$ cat src/rtl/mem_wb_ldq_if.sv
// ---------------------------------------------------------------------------
// mem_wb_ldq_if : MEM/WB load-queue bus (MEM inputs, memory return, WB outputs)
// Revision      : 1.0
// ---------------------------------------------------------------------------
`default_nettype none

interface mem_wb_ldq_if #(
  parameter int DATA_W  = 32,
  parameter int RADDR_W = 5,
  parameter int OP_W    = 8,
  parameter int STALL_W = 6,
  parameter int OFF_W   = $clog2(DATA_W/8)
);
  logic [STALL_W-1:0] stall;
  logic               flush;
  logic [RADDR_W-1:0] mem_wd;
  logic               mem_wreg;
  logic [DATA_W-1:0]  mem_wdata;
  logic [OP_W-1:0]    mem_op;
  logic               mem_load;
  logic [1:0]         mem_ld_size;
  logic               mem_ld_uns;
  logic [OFF_W-1:0]   mem_ld_off;
  logic               mmem_valid;
  logic [DATA_W-1:0]  mmem_data;
  logic               stall_req;
  logic [RADDR_W-1:0] wb_wd;
  logic               wb_wreg;
  logic [DATA_W-1:0]  wb_wdata;
  logic [OP_W-1:0]    wb_op;

  modport master (
    output stall, flush, mem_wd, mem_wreg, mem_wdata, mem_op, mem_load,
           mem_ld_size, mem_ld_uns, mem_ld_off, mmem_valid, mmem_data,
    input  stall_req, wb_wd, wb_wreg, wb_wdata, wb_op
  );

  modport slave (
    input  stall, flush, mem_wd, mem_wreg, mem_wdata, mem_op, mem_load,
           mem_ld_size, mem_ld_uns, mem_ld_off, mmem_valid, mmem_data,
    output stall_req, wb_wd, wb_wreg, wb_wdata, wb_op
  );
endinterface

`default_nettype wire

$ cat src/rtl/mem_wb_ldq.sv
// ---------------------------------------------------------------------------
// mem_wb_ldq : MEM/WB pipeline register with load-return wait FSM
// Revision   : 1.0
// ---------------------------------------------------------------------------
`default_nettype none

module mem_wb_ldq #(
  parameter int DATA_W    = 32,
  parameter int RADDR_W   = 5,
  parameter int OP_W      = 8,
  parameter int STALL_W   = 6,
  parameter int STAGE_IDX = 3,
  parameter int OFF_W     = $clog2(DATA_W/8)
) (
  input  wire logic   clk,
  input  wire logic   rst,
  mem_wb_ldq_if.slave bus
);

  typedef enum logic [1:0] {
    ST_IDLE  = 2'd0,
    ST_WAIT  = 2'd1,
    ST_DRAIN = 2'd2
  } state_t;

  state_t             r_state;
  logic [RADDR_W-1:0] r_p_wd;
  logic               r_p_wreg;
  logic [OP_W-1:0]    r_p_op;
  logic [1:0]         r_p_size;
  logic               r_p_uns;
  logic [OFF_W-1:0]   r_p_off;

  logic w_adv;
  logic w_bub;

  assign w_adv = !bus.stall[STAGE_IDX];
  assign w_bub = bus.stall[STAGE_IDX] && !bus.stall[STAGE_IDX+1];

  // Upper bits are pre-filled with the sign (or zero) and the field overwrites the bottom.
  function automatic logic [DATA_W-1:0] extract(
    input logic [DATA_W-1:0] data,
    input logic [1:0]        size,
    input logic              uns,
    input logic [OFF_W-1:0]  off
  );
    logic [DATA_W-1:0] v;
    logic [DATA_W-1:0] res;
    v   = data >> {off, 3'b000};
    res = '0;
    case (size)
      2'd0: begin
        res      = {DATA_W{v[7] & ~uns}};
        res[7:0] = v[7:0];
      end
      2'd1: begin
        res       = {DATA_W{v[15] & ~uns}};
        res[15:0] = v[15:0];
      end
      default: begin
        if (DATA_W == 64 && size == 2'd3) begin
          res = v;
        end else begin
          res       = {DATA_W{v[31] & ~uns}};
          res[31:0] = v[31:0];
        end
      end
    endcase
    return res;
  endfunction

  assign bus.stall_req = (r_state == ST_IDLE && bus.mem_load && w_adv && !bus.flush && !bus.mmem_valid)
                       || (r_state == ST_WAIT && !bus.mmem_valid && !bus.flush)
                       || (r_state == ST_DRAIN);

  always_ff @(posedge clk) begin
    if (rst) begin
      r_state      <= ST_IDLE;
      bus.wb_wd    <= '0;
      bus.wb_wreg  <= 1'b0;
      bus.wb_wdata <= '0;
      bus.wb_op    <= '0;
      r_p_wd       <= '0;
      r_p_wreg     <= 1'b0;
      r_p_op       <= '0;
      r_p_size     <= '0;
      r_p_uns      <= 1'b0;
      r_p_off      <= '0;
    end else begin
      case (r_state)
        ST_IDLE: begin
          if (bus.flush || (!w_adv && w_bub) || (w_adv && bus.mem_load && !bus.mmem_valid)) begin
            bus.wb_wd    <= '0;
            bus.wb_wreg  <= 1'b0;
            bus.wb_wdata <= '0;
            bus.wb_op    <= '0;
            if (!bus.flush && w_adv) begin
              r_p_wd   <= bus.mem_wd;
              r_p_wreg <= bus.mem_wreg;
              r_p_op   <= bus.mem_op;
              r_p_size <= bus.mem_ld_size;
              r_p_uns  <= bus.mem_ld_uns;
              r_p_off  <= bus.mem_ld_off;
              r_state  <= ST_WAIT;
            end
          end else if (w_adv) begin
            bus.wb_wd   <= bus.mem_wd;
            bus.wb_wreg <= bus.mem_wreg;
            bus.wb_op   <= bus.mem_op;
            if (bus.mem_load)
              bus.wb_wdata <= extract(bus.mmem_data, bus.mem_ld_size, bus.mem_ld_uns, bus.mem_ld_off);
            else
              bus.wb_wdata <= bus.mem_wdata;
          end
        end
        ST_WAIT: begin
          // The stall vector has no say here: WB sees bubbles until the return lands.
          if (bus.mmem_valid && !bus.flush) begin
            bus.wb_wd    <= r_p_wd;
            bus.wb_wreg  <= r_p_wreg;
            bus.wb_op    <= r_p_op;
            bus.wb_wdata <= extract(bus.mmem_data, r_p_size, r_p_uns, r_p_off);
          end else begin
            bus.wb_wd    <= '0;
            bus.wb_wreg  <= 1'b0;
            bus.wb_wdata <= '0;
            bus.wb_op    <= '0;
          end
          if (bus.mmem_valid)
            r_state <= ST_IDLE;
          else if (bus.flush)
            r_state <= ST_DRAIN;
        end
        default: begin
          bus.wb_wd    <= '0;
          bus.wb_wreg  <= 1'b0;
          bus.wb_wdata <= '0;
          bus.wb_op    <= '0;
          if (bus.mmem_valid || r_state != ST_DRAIN)
            r_state <= ST_IDLE;
        end
      endcase
    end
  end

endmodule

`default_nettype wire

$ cat src/flat_wrapper.sv
// flat-port wrapper written by rule: the top's interface ports become plain ports
module mem_wb_ldq_flat 
#(
  parameter int DATA_W    = 32,
  parameter int RADDR_W   = 5,
  parameter int OP_W      = 8,
  parameter int STALL_W   = 6,
  parameter int STAGE_IDX = 3,
  parameter int OFF_W     = $clog2(DATA_W/8)
)
  (clk, rst, bus_stall, bus_flush, bus_mem_wd, bus_mem_wreg, bus_mem_wdata, bus_mem_op, bus_mem_load, bus_mem_ld_size, bus_mem_ld_uns, bus_mem_ld_off, bus_mmem_valid, bus_mmem_data, bus_stall_req, bus_wb_wd, bus_wb_wreg, bus_wb_wdata, bus_wb_op);
  mem_wb_ldq_if #(.DATA_W(DATA_W), .RADDR_W(RADDR_W), .OP_W(OP_W), .STALL_W(STALL_W), .OFF_W(OFF_W)) bus_i ();
  input  wire logic clk;
  input  wire logic rst;
  input wire logic [$bits(bus_i.stall)-1:0] bus_stall;
  input wire logic [$bits(bus_i.flush)-1:0] bus_flush;
  input wire logic [$bits(bus_i.mem_wd)-1:0] bus_mem_wd;
  input wire logic [$bits(bus_i.mem_wreg)-1:0] bus_mem_wreg;
  input wire logic [$bits(bus_i.mem_wdata)-1:0] bus_mem_wdata;
  input wire logic [$bits(bus_i.mem_op)-1:0] bus_mem_op;
  input wire logic [$bits(bus_i.mem_load)-1:0] bus_mem_load;
  input wire logic [$bits(bus_i.mem_ld_size)-1:0] bus_mem_ld_size;
  input wire logic [$bits(bus_i.mem_ld_uns)-1:0] bus_mem_ld_uns;
  input wire logic [$bits(bus_i.mem_ld_off)-1:0] bus_mem_ld_off;
  input wire logic [$bits(bus_i.mmem_valid)-1:0] bus_mmem_valid;
  input wire logic [$bits(bus_i.mmem_data)-1:0] bus_mmem_data;
  output wire logic [$bits(bus_i.stall_req)-1:0] bus_stall_req;
  output wire logic [$bits(bus_i.wb_wd)-1:0] bus_wb_wd;
  output wire logic [$bits(bus_i.wb_wreg)-1:0] bus_wb_wreg;
  output wire logic [$bits(bus_i.wb_wdata)-1:0] bus_wb_wdata;
  output wire logic [$bits(bus_i.wb_op)-1:0] bus_wb_op;
  assign bus_i.stall = bus_stall;
  assign bus_i.flush = bus_flush;
  assign bus_i.mem_wd = bus_mem_wd;
  assign bus_i.mem_wreg = bus_mem_wreg;
  assign bus_i.mem_wdata = bus_mem_wdata;
  assign bus_i.mem_op = bus_mem_op;
  assign bus_i.mem_load = bus_mem_load;
  assign bus_i.mem_ld_size = bus_mem_ld_size;
  assign bus_i.mem_ld_uns = bus_mem_ld_uns;
  assign bus_i.mem_ld_off = bus_mem_ld_off;
  assign bus_i.mmem_valid = bus_mmem_valid;
  assign bus_i.mmem_data = bus_mmem_data;
  assign bus_stall_req = bus_i.stall_req;
  assign bus_wb_wd = bus_i.wb_wd;
  assign bus_wb_wreg = bus_i.wb_wreg;
  assign bus_wb_wdata = bus_i.wb_wdata;
  assign bus_wb_op = bus_i.wb_op;
  mem_wb_ldq #(.DATA_W(DATA_W), .RADDR_W(RADDR_W), .OP_W(OP_W), .STALL_W(STALL_W), .STAGE_IDX(STAGE_IDX), .OFF_W(OFF_W)) u_core (.clk(clk), .rst(rst), .bus(bus_i));
endmodule
$ cat config.mk
export PLATFORM = sky130hd
export DESIGN_NAME = mem_wb_ldq_flat
export DESIGN_NICKNAME = d
export VERILOG_FILES = /design/src/rtl/mem_wb_ldq_if.sv /design/src/rtl/mem_wb_ldq.sv /design/src/flat_wrapper.sv
export SDC_FILE = /design/constraint.sdc
export NUM_CORES = 1
export LEC_CHECK = 0
export ABC_AREA = 1
export BUFFER_PORTS_ARGS = -buffer_cell sky130_fd_sc_hd__clkbuf_2
export CAP_MARGIN = 20
export CORE_MARGIN = 4
export CORE_UTILIZATION = 46
export DETAILED_ROUTE_END_ITERATION = 6
export PLACE_DENSITY = 0.82
export SYNTH_ARGS = -nofsm -noshare
export SYNTH_HDL_FRONTEND = slang
export SYNTH_SLANG_ARGS = --single-unit
$ cat constraint.sdc
create_clock -name clk -period 2 [get_ports clk]
set_clock_uncertainty 0.05 [all_clocks]
set_input_delay 0.4 -clock clk [delete_from_list [all_inputs] [get_ports clk]]
set_output_delay 0.4 -clock clk [all_outputs]
set_load 0.02 [all_outputs]
## After elaboration in Yosys (flattened, before gate mapping)

Cells that the tools add are included.

- Logic and storage cells: 80
- Output and inout port bits: 47
- Flip-flop bits (word level): 67
- Input port bits: 94

- Eq/ne operators: 9
- Reduce and logical (&&, ||, !) cells: 27
- Bitwise logic cells: 6
- Shift operators: 2
- Muxes and demuxes: 25

Operators with widths:

| cell | number |
|---|---|
| 32-bit case mux with 2 select lines | 3 |
| 32-bit 2-to-1 mux | 4 |
| 32-bit by 5-bit >> shifter with 32-bit output | 2 |
| 8-bit 2-to-1 mux | 3 |
| 8-bit case mux with 2 select lines | 1 |
| 5-bit 2-to-1 mux | 3 |
| 1-bit logical AND | 12 |
| 2-bit 2-to-1 mux | 5 |
| 5-bit case mux with 2 select lines | 1 |
| 2-bit by 1-bit == test with 1-bit output (second input constant) | 3 |
| 2-bit logical NOT | 3 |
| 2-bit inequality test (second input constant) | 3 |
| 3-bit inequality test (second input constant) | 2 |
| 1-bit logical OR | 5 |
| 1-bit AND | 4 |
| 1-bit logical NOT | 4 |
| 2-bit case mux with 2 select lines | 1 |
| 4-bit AND reduction | 1 |
| 1-bit 2-to-1 mux | 3 |
| 3-bit AND reduction | 1 |
| 3-bit nonzero test | 1 |
| 2-bit == test (second input constant) | 1 |
| 1-bit NOT | 2 |
| 1-bit case mux with 2 select lines | 1 |

## Longest topological paths before layout

- Word-level depth: 7
- Mapped depth: 13

## Worst setup path before layout

Ideal clock, no wire load.

- Path type: input-to-output
- From: input bus_mmem_valid
- To: output bus_stall_req
- Cell stages on the path: 5
- Path buffers: 2
- Arrival time: 1.284 ns
- Setup slack: 0.266 ns
- Data required time: 1.550 ns
- Cell sequence: nor3_1 -> nand3_1 -> buf_2 -> buf_1 -> nand3_1

- Longest elaborated chain between the ends: 5
- Elaborated cells on any way between the ends: 6
- Classes of those cells: 6 x reduce/logical

Ends and longest elaborated chain:

| item | RTL line | source |
|---|---|---|
| start: declaration | flat_wrapper.sv:25 | `input wire logic [$bits(bus_i.mmem_valid)-1:0] bus_mmem_valid;` |
| 1-bit logical NOT * | mem_wb_ldq.sv:72, mem_wb_ldq.sv:73 |  |
| 1-bit logical AND (2 in series) | mem_wb_ldq.sv:73 | `\|\| (r_state == ST_WAIT && !bus.mmem_valid && !bus.flush)` |
| 1-bit logical OR * | mem_wb_ldq.sv:73 |  |
| 1-bit logical OR * | mem_wb_ldq.sv:74 | `\|\| (r_state == ST_DRAIN);` |
| end: declaration | flat_wrapper.sv:27 | `output wire logic [$bits(bus_i.stall_req)-1:0] bus_stall_req;` |

Mark *: on every way between the ends. The rest lies on a longest branch, timed or not.

## Final worst setup path

- From: register u_core.r_state[0]
- To: output bus_stall_req

- Longest elaborated chain between the ends: 7
- Elaborated cells on any way between the ends: 11
- Classes of those cells: 2 x eq/ne; 9 x reduce/logical

Ends and longest elaborated chain:

| item | RTL line | source |
|---|---|---|
| start: declaration | mem_wb_ldq.sv:26 | `state_t r_state;` |
| start signal: assignment | mem_wb_ldq.sv:78 | `r_state <= ST_IDLE;` |
| start signal: assignment | mem_wb_ldq.sv:104 | `r_state <= ST_WAIT;` |
| start signal: assignment | mem_wb_ldq.sv:130 | `r_state <= ST_IDLE;` |
| 2-bit logical NOT | mem_wb_ldq.sv:72 | `assign bus.stall_req = (r_state == ST_IDLE && bus.mem_load && w_adv && !bus.flush && !bus.mmem_valid)` |
| 1-bit logical AND (4 in series) | mem_wb_ldq.sv:72 |  |
| 1-bit logical OR | mem_wb_ldq.sv:73 |  |
| 1-bit logical OR * | mem_wb_ldq.sv:74 |  |

Marked as above.

==> metrics.md <==
| Metric | Value |
|---|---|
| Slowest CP cell | `dfxtp_1` |
| Min Tclk post-route | `1.80 ns` |
| DR DRC count | `0` |
| Final Max Tran Viols | `0` |
| Post-CTS setup buffers | `0` |
| Arrival @ worst endpoint | `1.35 ns` |
| Finished Core Util | `57.7%` |
| Clock Tree Root | `clkbuf_8` |
| Initial antenna violation count | `0` |
| Total track usage | `25.5%` |
| Post-layout nets | `1,003` |
| FMAX | `0.557 GHz` |
| Worst path cell trace | `inv_1 > nor2_2 > inv_1 > nor2_1 > nand2_1 > nand3_1 > clkbuf_2` |
| Library cells used by synthesis | `29` |
| Routed vias/inst | `5.35` |
| Setup TNS | `0 ns` |
| Die Span Y | `109 microns` |
| Synth Instances | `793` |
| Hold Fails Final Rpt | `0` |
| Combinational cell fraction of total power | `26.3%` |
| Required time worst endpoint | `1.55 ns` |
| Drt pass-1 iters | `7` |
| Initial Utilization | `47.5%` |
| Initial drt markers | `598` |
| Core Box Area | `9860 sq um` |
| Row count | `36` |
| Power per cell area | `582 nW/um^2` |
| CTS H-tree depth | `3` |
| Hold WS | `0.221 ns` |
| Switching power | `1.15 mW` |
| DRT antenna net count | `0` |
| Worst Max-Slew Pin Slew | `0.472 ns` |
| CP startpoint kind | `register` |
| Max-Cap Viols | `0` |
| Number of port buffers | `136` |
| Vias in the first global route | `5,032` |
| Seq pwr share | `42.8%` |
| Worst path most repeated cell | `inv_1` |
| # diodes | `0` |
| Syn_area_per_cell | `5.91 sq um` |
| Hold Crit Depth | `2` |
| Syn_nets | `887` |
| Largest net degree at the start of global routing | `57` |
| Worst-path maximum fanout | `2` |
| Worst-Skew Late Latency | `0.35 ns` |
| First-pass GRT wire length | `24.2 mm` |
| Share of cells above drive strength 1 | `22.0%` |
| Grt total ovfl | `0` |
| Final worst path period share | `89.8%` |
| YS warnings | `0` |
| Clock share of power | `30.9%` |
| Worst Setup End Kind | `output port` |
| # setup viols final | `0` |
| Register area share after synthesis | `28.6%` |
| Cells on worst reg2reg path | `10` |
| Kind of critical path | `reg -> out` |
| Die width | `109 microns` |
| DR WL/cell | `14.3 microns` |
| Status | `complete, no violations` |
| CTS tree | `yes` |
| Area grow syn2layout | `21.6%` |
| Worst-path clk slew | `0.08 ns` |
| Worst vdd ir | `0.329 mV` |
| DRT Wirelength | `15.0 mm` |
| Internal Power | `2.16 mW` |
| Sw frac | `34.8%` |
| Post-synthesis register bit count | `67` |
| Slew headroom | `68.2%` |
| CTS Buffer Depth | `2` |
| Die Area | `11,900 sq um` |
| HP Class | `in -> reg` |
| Gpl congestion | `0.936` |
| I/O pin cnt | `141` |
| CP max stage delay | `0.33 ns` |
| Vias | `5,605` |
| CTS Sinks | `67` |
| Post-Syn Area | `4680 sq um` |
| RSZ-0062 raised after global routing | `false` |
| Pleak | `2.76 nW` |
| CTS Buf Count | `9` |
| Half-perimeter wire length after placement | `11.2 mm` |
[area by class of cell]
class	count	area, sq um
Clock buffer	9	124
Multi-Input combinational cell	612	2840
Inverter	53	200
Fill cell	1005	4170
Timing Repair Buffer	166	968
Tap cell	133	166
Clock inverter	7	52.6
Sequential cell	67	1340
[Yosys cell counts]
cell	n	area (sq um)
nand2_1	288	1080
a21oi_1	74	370
nor2_1	71	267
dfxtp_1	67	1340
o21ai_0	60	300
inv_1	44	165
o211ai_1	42	315
nand3_1	32	160
buf_2	22	110
clkbuf_1	20	75.1
a211oi_1	16	120
buf_1	8	30.0
buf_4	8	60.1
inv_2	7	26.3
o21ai_1	7	35.0
o31ai_1	7	52.6
buf_6	3	33.8
nor2_2	3	18.8
a22o_1	2	17.5
nand2_4	2	22.5
nand3_2	2	20.0
a2111oi_0	1	8.76
and3_1	1	6.26
clkinv_1	1	3.75
clkinv_2	1	5.00
nand2_2	1	6.26
nand3_4	1	17.5
nor3_1	1	5.00
o21a_2	1	8.76
[power groups by stage]
stage	clock (mW)	sequential [mW]	combinational, mW
2_1_floorplan	0	1.50	0.502
3_3_place_gp	0	1.45	0.853
3_5_place_dp	0	1.45	0.859
4_1_cts	1.03	1.42	0.864
5_1_grt	1.09	1.42	0.976
6_report	1.02	1.42	0.872
[worst paths after layout]
path / startpoint / endpoint / slack (ns)
setup / recovery: u_core.r_state[0] / bus_stall_req / 0.20
hold / removal: bus_mmem_valid / u_core.r_state[1] / 0.22
setup reg to reg: u_core.r_p_off[0] / u_core.bus.wb_wdata[29] / 0.28
hold reg to reg: u_core.r_p_op[3] / u_core.r_p_op[3] / 0.41
[worst max-delay path, delay by kind of cell (launching register included)]
family                 cells  cell delay, ns
and+or+nand+nor            4            0.38
DFF                        1            0.33
buffers and inverters      3            0.29
[cells in the final DEF (no fill, tap or decap), types with 2 or more instances in the layout]
| cell | Yosys | layout |
|---|---|---|
| a211oi_1 | 16 | 16 |
| a21oi_1 | 74 | 74 |
| a22o_1 | 2 | 2 |
| buf_12 | 0 | 5 |
| buf_4 | 8 | 25 |
| clkbuf_2 | 0 | 136 |
| clkbuf_8 | 0 | 9 |
| clkinv_2 | 1 | 3 |
| clkinv_4 | 0 | 3 |
| dfxtp_1 | 67 | 67 |
| inv_1 | 44 | 44 |
| inv_2 | 7 | 7 |
| nand2_1 | 288 | 288 |
| nand2_4 | 2 | 2 |
| nand3_1 | 32 | 32 |
| nand3_2 | 2 | 2 |
| nor2_1 | 71 | 70 |
| nor2_2 | 3 | 3 |
| o211ai_1 | 42 | 42 |
| o21ai_0 | 60 | 60 |
| o21ai_1 | 7 | 7 |
| o31ai_1 | 7 | 7 |
[per-layer routing]
layer	vias to the layer above	routed length, microns	global-route usage [%]
met4	0	500	10.4
met2	251	6530	37.9
met1	2480	6760	36.1
met3	39	1210	4.74
met5	-	0	0
li1	2835	-	-
[what timing repair did]
| item | in CTS | in global routing |
|---|---|---|
| hold buffers | 0 | 0 |
| endpoints found under the setup margin | 0 | 1 |
| endpoints found under the hold margin | 0 | 0 |
| gates resized for setup | 0 | 1 |
[through the flow]
step	instance area [sq um]	worst slack [ns]	cells	total power [mW]
4_1_cts	5690	0.152	1047	3.32
3_5_place_dp	5510	0.149	1031	2.31
6_report	5690	0.204	1047	3.31
2_1_floorplan	4680	0.266	793	2.00
5_1_grt	5690	0.0151	1047	3.48
3_3_place_gp	5510	0.161	1031	2.30
[cells by family after synthesis]
logic type | share of synthesized area (%)
compound gates | 26.2
flops | 28.6
simple gates | 34.3
buf+inv | 10.9
[sequential cells by signal, indices dropped and copies added (netlist names), 2 cells and up]
name	cells
u_core.bus.wb_wdata	32
u_core.bus.wb_op	8
u_core.r_p_op	8
u_core.bus.wb_wd	5
u_core.r_p_wd	5
u_core.r_p_off	2
u_core.r_p_size	2
u_core.r_state	2
Note: power is estimated with default switching activity, not from simulation.
